`config.mk`:
```
export PLATFORM = sky130hd
export DESIGN_NAME = fwd_hazard_unit
export DESIGN_NICKNAME = d
export VERILOG_FILES = /design/src/rtl/fwd_hazard_unit.sv
export SDC_FILE = /design/constraint.sdc
export NUM_CORES = 1
export LEC_CHECK = 0
export CAP_MARGIN = 20
export CORE_UTILIZATION = 46
export DETAILED_ROUTE_END_ITERATION = 6
export PLACE_DENSITY = 0.91
export SLEW_MARGIN = 30
export SYNTH_ARGS = -nofsm -noshare
export SYNTH_HDL_FRONTEND = slang
export SYNTH_SLANG_ARGS = --single-unit
```
`constraint.sdc`:
```
create_clock -name clk -period 3.8 [get_ports clk]
set_clock_uncertainty 0.2 [all_clocks]
set_input_delay 0.76 -clock clk [delete_from_list [all_inputs] [get_ports clk]]
set_output_delay 0.76 -clock clk [all_outputs]
set_load 0.05 [all_outputs]
```
`src/rtl/fwd_hazard_unit.sv`:
```
// fwd_hazard_unit: per-operand forwarding selects plus a load-use stall FSM.
// Each consumer operand channel gets its own lane instance, which does both
//   - the forwarding priority encode
//   - the ID-side load-use compare
// Optional build macro: ZERO_REG_EN. When defined, specifier 0 is hardwired
// zero: it never forwards and never raises a load-use hazard.

// Per-channel lane: forwarding priority encode and the ID-side hazard compare.
module fwd_hazard_lane #(
   parameter int REG_ADDR_W = 3,
   parameter int FWD_DEPTH  = 2,
   parameter int SEL_W      = 2
) (
   input  logic [REG_ADDR_W-1:0]           ex_src,
   input  logic                            ex_use,
   input  logic [FWD_DEPTH*REG_ADDR_W-1:0] prod_rd,
   input  logic [FWD_DEPTH-1:0]            prod_wr,
   input  logic [REG_ADDR_W-1:0]           id_src,
   input  logic                            id_use,
   input  logic [REG_ADDR_W-1:0]           ex_rd,
   input  logic                            ex_ld_wr,
   output logic [SEL_W-1:0]                sel,
   output logic                            hz
);

   // Scan oldest to youngest so the lowest matching stage is the last write.
   // Comparisons sit in if-conditions, so an X/Z specifier reads as no match.
   always_comb begin
      sel = '0;
      for (int k = FWD_DEPTH-1; k >= 0; k--) begin
         if (ex_use && prod_wr[k] &&
             (ex_src == prod_rd[k*REG_ADDR_W +: REG_ADDR_W])
`ifdef ZERO_REG_EN
             && (prod_rd[k*REG_ADDR_W +: REG_ADDR_W] != '0)
`endif
            )
            sel = SEL_W'(k+1);
      end
   end

   // Load-use compare against the instruction now in EX.
   always_comb begin
      hz = 1'b0;
      if (id_use && ex_ld_wr && (id_src == ex_rd))
         hz = 1'b1;
   end

endmodule

module fwd_hazard_unit #(
   parameter int REG_ADDR_W = 3,
   parameter int NUM_SRC    = 2,
   parameter int FWD_DEPTH  = 2,
   parameter int LOAD_LAT   = 1,
   localparam int SEL_W     = $clog2(FWD_DEPTH+1)
) (
   input  logic                            clk,
   input  logic                            rst,
   input  logic [NUM_SRC*REG_ADDR_W-1:0]   ex_src,
   input  logic [NUM_SRC-1:0]              ex_use,
   input  logic [FWD_DEPTH*REG_ADDR_W-1:0] prod_rd,
   input  logic [FWD_DEPTH-1:0]            prod_wr,
   input  logic [NUM_SRC*REG_ADDR_W-1:0]   id_src,
   input  logic [NUM_SRC-1:0]              id_use,
   input  logic [REG_ADDR_W-1:0]           ex_rd,
   input  logic                            ex_wr,
   input  logic                            ex_is_load,
   input  logic                            flush,
   output logic [NUM_SRC*SEL_W-1:0]        fwd_sel,
   output logic                            stall,
   output logic                            bubble,
   output logic [15:0]                     stall_cnt
);

   typedef enum logic {IDLE, STALL} state_t;

   state_t                           state, state_nxt;
   logic   [3:0]                     cnt, cnt_nxt;
   logic   [NUM_SRC-1:0][SEL_W-1:0]  sel_raw;
   logic   [NUM_SRC-1:0]             hz_vec;
   logic                             hz, rd_ok, stall_raw;

`ifdef ZERO_REG_EN
   assign rd_ok = (ex_rd != '0);
`else
   assign rd_ok = 1'b1;
`endif

   genvar j;
   generate
      for (j = 0; j < NUM_SRC; j++) begin : g_lane
         fwd_hazard_lane #(
            .REG_ADDR_W(REG_ADDR_W), .FWD_DEPTH(FWD_DEPTH), .SEL_W(SEL_W)
         ) u_lane (
            .ex_src   (ex_src[j*REG_ADDR_W +: REG_ADDR_W]),
            .ex_use   (ex_use[j]),
            .prod_rd  (prod_rd),
            .prod_wr  (prod_wr),
            .id_src   (id_src[j*REG_ADDR_W +: REG_ADDR_W]),
            .id_use   (id_use[j]),
            .ex_rd    (ex_rd),
            .ex_ld_wr (ex_wr & ex_is_load),
            .sel      (sel_raw[j]),
            .hz       (hz_vec[j])
         );
      end
   endgenerate

   assign hz = (|hz_vec) & rd_ok;

   // Outputs are held low combinationally for the whole reset window.
   assign fwd_sel = rst ? sel_raw : '0;
   assign stall   = stall_raw & rst;
   assign bubble  = stall_raw & rst;

   // Next-state and Mealy stall; flush wins in either state.
   always_comb begin
      state_nxt = state;
      cnt_nxt   = cnt;
      stall_raw = 1'b0;
      if (flush) begin
         state_nxt = IDLE;
         cnt_nxt   = '0;
      end else begin
         case (state)
            IDLE: begin
               if (hz) begin
                  stall_raw = 1'b1;
                  if (LOAD_LAT > 1) begin
                     state_nxt = STALL;
                     cnt_nxt   = 4'(LOAD_LAT-1);
                  end
               end
            end
            STALL: begin
               stall_raw = 1'b1;
               cnt_nxt   = cnt - 4'd1;
               if (cnt == 4'd1)
                  state_nxt = IDLE;
            end
            default: state_nxt = IDLE;
         endcase
      end
   end

   // State and remaining-stall counter.
   always_ff @(posedge clk or negedge rst) begin
      if (!rst) begin
         state <= IDLE;
         cnt   <= '0;
      end else begin
         state <= state_nxt;
         cnt   <= cnt_nxt;
      end
   end

   // Saturating count of stalled cycles.
   always_ff @(posedge clk or negedge rst) begin
      if (!rst)
         stall_cnt <= '0;
      else if (stall_raw && (stall_cnt != 16'hFFFF))
         stall_cnt <= stall_cnt + 16'd1;
   end

endmodule

```
; ---- Word level (Yosys, flattened, before mapping)
; Index checks and enable logic that the tools add are counted.
[totals]
reg_bits = 21
inputBits = 32
output_inout_bits = 22
word_cells = 46
[classes]
add_sub_neg = 2
n_eq_ne = 8
mux = 15
n_bitwise = 3
n_reduce_logical = 15
[op_table]
columns = operator, n
row1 = 3-bit == test, 6
row2 = 16-bit by 1-bit adder with 16-bit output (second input constant), 1
row3 = 16-bit inequality test (second input constant), 1
row4 = 1-bit logical AND, 13
row5 = 4-bit 2-to-1 mux, 3
row6 = 2-bit 2-to-1 mux, 4
row7 = 1-bit 2-to-1 mux, 7
row8 = 4-bit by 1-bit == test with 1-bit output (second input constant), 1
row9 = 4-bit by 1-bit subtractor with 4-bit output (second input constant), 1
row10 = 1-bit bitwise AND, 2
row11 = 1-bit case mux with 2 select lines, 1
row12 = 2-bit nonzero test, 1
row13 = 2-bit OR reduction, 1
row14 = 1-bit inverter, 1

; ---- Logic depth before layout (Yosys ltp)
[logic_depth]
ltp_word = 9
depth_mapped = 6
ltp_nobuf = 6

; ---- By module
; Synthesis repeated with hierarchy kept, for this count alone.
[unflattened]
cells_unflattened = 135
area_unflattened_um2 = 1372.6
[modules_own_cells]
columns = mod, instances, cells_per_inst, area_per_inst_um2, seq_area_each_um2
row1 = fwd_hazard_unit, 1, 105, 1127.3, 525.5
row2 = fwd_hazard_lane, 2, 15, 122.6, 0.0

; ---- Worst setup path after synthesis
; Ideal clock, no wire load.
[synth_timing]
path_type = input port to output port
from = input ex_src[1]
to = output fwd_sel[1]
arrival_ns = 2.546
required_time_ns = 2.840
slack_ns = 0.294
path_stages = 4
n_path_buf = 0
path_cell_list = xnor2_1 nand3_1 nor3_1 nor4_1
[synth_via]
elab_chain_cells = 5
elab_cells_between_ends = 7
cone_classes = eq/ne: 2 / mux: 3 / reduce/logical: 2
[synth_rtl]
columns = element, line
row1 = from (decl), 59  ; input logic [NUM_SRC*REG_ADDR_W-1:0] ex_src,
row2 = 3-bit == test, 32  ; (ex_src == prod_rd[k*REG_ADDR_W +: REG_ADDR_W])
row3 = 1-bit logical AND, 31  ; if (ex_use && prod_wr[k] &&
row4 = 2-bit 2-to-1 mux, 31
row5 = 2-bit 2-to-1 mux *, 31
row6 = 4-bit 2-to-1 mux *, 112  ; assign fwd_sel = rst ? sel_raw : '0;
row7 = to (decl), 69  ; output logic [NUM_SRC*SEL_W-1:0] fwd_sel,
; Mark *: on every way between the ends. The rest lies on a longest branch, timed or not.

; ---- Final worst setup path
[layout_timing]
from = input ex_rd[1]
to = output bubble
[layout_via]
elab_chain_cells = 8
elab_cells_between_ends = 11
cone_classes = eq/ne: 2 / mux: 5 / bitwise: 1 / reduce/logical: 3
[layout_rtl]
columns = element, line
row1 = from (decl), 65  ; input logic [REG_ADDR_W-1:0] ex_rd,
row2 = 3-bit == test, 44  ; if (id_use && ex_ld_wr && (id_src == ex_rd))
row3 = 1-bit logical AND, 44
row4 = 1-bit 2-to-1 mux, 44
row5 = 2-bit OR reduction *, 109  ; assign hz = (|hz_vec) & rd_ok;
row6 = 1-bit 2-to-1 mux *, 127  ; if (hz) begin
row7 = 1-bit case mux with 2 select lines *, 125  ; case (state)
row8 = 1-bit 2-to-1 mux *, 121  ; if (flush) begin
row9 = 1-bit bitwise AND *, 114  ; assign bubble = stall_raw & rst;
row10 = to (decl), 71  ; output logic bubble,
; Marked as above.

==> impl_metrics.tcl <==
set metrics [dict create \
    io_pins 54 \
    holdBufCountCts 0 \
    hold_viol_final 0 \
    rsz0062_at_grt "no" \
    vdd_ir_drop_max_uv 267 \
    wirelength_um 3030 \
    syn_avg_cell_area_um2 10.3 \
    grtUsageTotal_pct 20.6 \
    n_antenna_cell 0 \
    ys_seq_elements 21 \
    vias 1135 \
    cellPowerDensity_nw_per_um2 265 \
    start_util_pct 50.8 \
    synth_nets 161 \
    layout_min_cycle_time_ns 3.30 \
    clock-sinks 21 \
    drv_slew 0 \
    finalSetupViolations 0 \
    synth_cells 126 \
    clock_latency_ns 0.31 \
    final_cells 213 \
    status "finished, final reports clean" \
    numCtsBuffers 3 \
    grt_pass1_vias 1168 \
    synth_warnings 0 \
    finalNetCount 219 \
    multi_input_area_um2 759 \
    die_w_um 55.2 \
    max_slew_margin_pct 65.2 \
    cts_buffer_depth 2 \
    drive_above_1_share_pct 12.6 \
    power_leakage_nw 0.814 \
    grt_max_degree 22 \
    place_inst 209 \
    dieHeight_um 55.2 \
    cp-end-kind "output pin" \
    cts_root_buf "clkbuf_4" \
    crit_slowest_cell "clkdlybuf4s50_1" \
    cts_tree "yes" \
    min-delay-path-class "reg2reg" \
    wl_per_cell_um 14.2 \
    cts_setup_buffers 0 \
    gp_congestion 0.734 \
    vias_per_cell 5.33 \
    nFillCells 186 \
    synthDistinctLibCells 35 \
    fin_crit_sh_pct 86.8 \
    hold_ws_ns 0.316 \
    synth_area_um2 1300 \
    portBuffers 53 \
    final_cell_mix "clkdlybuf4s50_1 (47), dfrtp_1 (21), xnor2_1 (18), xor2_1 (15), nand3_1 (8)" \
    grt_overflow 0 \
    htree_levels 1 \
    crit_arrival_ns 2.34 \
    num_rows 18 \
    drt_pass1_iterations 4 \
    ctsResizeCount 0 \
    fp.coreArea_um2 2570 \
    path_max_fanout 9 \
    critPathBufInv 2 \
    setup_tns_ns 0 \
    layout_commonest_cell "clkdlybuf4s50_1" \
    fmax_mhz 303 \
    path_cells "clkdlybuf4s50_1, xnor2_1, nand4_1, nand2_1, a21oi_4, nor2b_1, buf_12" \
    stdcell_area_um2 1960 \
    area_delta_synth_final_pct 50.3 \
    ant_nets 0 \
    grt_pass1_wl_um 5110 \
    drv_cap 0 \
    critPathTopFamily "buffers and inverters" \
    cpPeakStageDelay_ns 0.51 \
    worst_pin_slew_ns 0.520 \
    regArea_um2 526 \
    critPathKind "in2out" \
    cp-start-kind "primary input" \
    placed_area_um2 1930 \
    ys_seq_area_share_pct 40.3 \
    dieArea_um2 3050 \
    cts.clk_slew.worst_paths_ns 0.12 \
    place_hpwl_um 2480 \
    antenna_found_initial 0 \
    worstPathRequired_ns 2.84 \
    drt_iter0_markers 17 \
    drcViolationCount 0 \
]
## metal layers
layer	routed length [µm]	GRT usage, %	up-vias
met1	1350	25.7	549
li1	-	-	553
met3	120	3.98	4
met2	1530	35.6	29
met5	0	0	-
met4	39	6.79	0
## power by group
part	total, W	switching [W]	leakage, nW	internal, W
Sequential	0.000251	0.0000167	0.291	0.000235
Clock	0.000110	0.0000703	0.0177	0.0000394
Combinational	0.000159	0.0000818	0.505	0.0000772
## cells by family after synthesis
family	count (synthesis)	synth area share (%)
AO/OA/AOI/OAI	7	4.90
XOR/XNOR	33	22.2
adder cells (fa/ha/maj)	3	2.88
buffers and inverters	4	1.44
flip-flops	21	40.3
multiplexers	3	2.88
AND/OR/NAND/NOR	55	25.4
## layout make-up
type                       instances  share of cell area (%)
inverter                           3                   0.575
timing repair buffer              54                    30.5
multi-input combinational        101                    38.8
clock inverter                     1                   0.255
clock buffer                       3                    1.15
sequential                        21                    26.8
tap                               30                    1.92
## path summary, 6_finish.rpt
path	end	slack, ns	cells past startpoint	startpoint
worst max-delay path	bubble	0.50	7	ex_rd[1]
worst min-delay path	stall_cnt[8]	0.32	1	stall_cnt[8]
worst max register to register	stall_cnt[14]	1.87	5	stall_cnt[3]
worst min register to register	stall_cnt[8]	0.32	1	stall_cnt[8]
max in group asynchronous	stall_cnt[4]	2.44	2	rst
min in group asynchronous	stall_cnt[0]	0.75	2	rst
## flip-flops by register name, indices dropped and copies added (netlist names)
name and count:
state 1, stall_cnt 16, cnt 4
## worst register-to-register path: cells and delay by family, from the launching register on
| kind | cells | cell delay [ns] |
|---|---|---|
| flops | 1 | 0.47 |
| simple gates | 4 | 0.81 |
| mux | 1 | 0.36 |
## synthesized netlist by cell type
library cell  number  area (µm²)
inv_1              3        11.3
nor3_4             1        16.3
o21a_2             1        8.76
a21oi_4            1        16.3
and2_1             3        18.8
nor4b_2            1        15.0
and3b_1            1        8.76
and2b_2            1        8.76
buf_4              1        7.51
a21boi_0           1        7.51
nand3_1            8        40.0
a211oi_1           1        7.51
nor2_4             1        11.3
nand2_2            1        6.26
nor2b_1            2        12.5
nand2_1            7        26.3
nor2_1             6        22.5
nor3_1             6        30.0
mux2_4             1        15.0
o2111ai_1          1        8.76
nor4b_1            1        8.76
mux2_2             2        22.5
and3_1             3        18.8
xnor2_1           18         158
xor2_1            15         131
a31oi_1            1        6.26
nand4_1            6        37.5
ha_1               3        37.5
a2bb2oi_1          1        8.76
and4_1             1        8.76
nand3_2            1        10.0
nor4_1             3        18.8
dfrtp_1           21         526
nand2b_1           1        6.26
nor2_2             1        6.26
## through the flow
step	util, %	worst slack (ns)	total power, W
after floorplan	-	0.294	0.000333
after global placement	75.2	0.565	0.000409
after detailed placement	75.2	0.492	0.000416
after CTS	76.3	0.489	0.000523
after global routing	76.3	0.383	0.000543
final	76.3	0.502	0.000520
(Power assumes the default switching activity.)
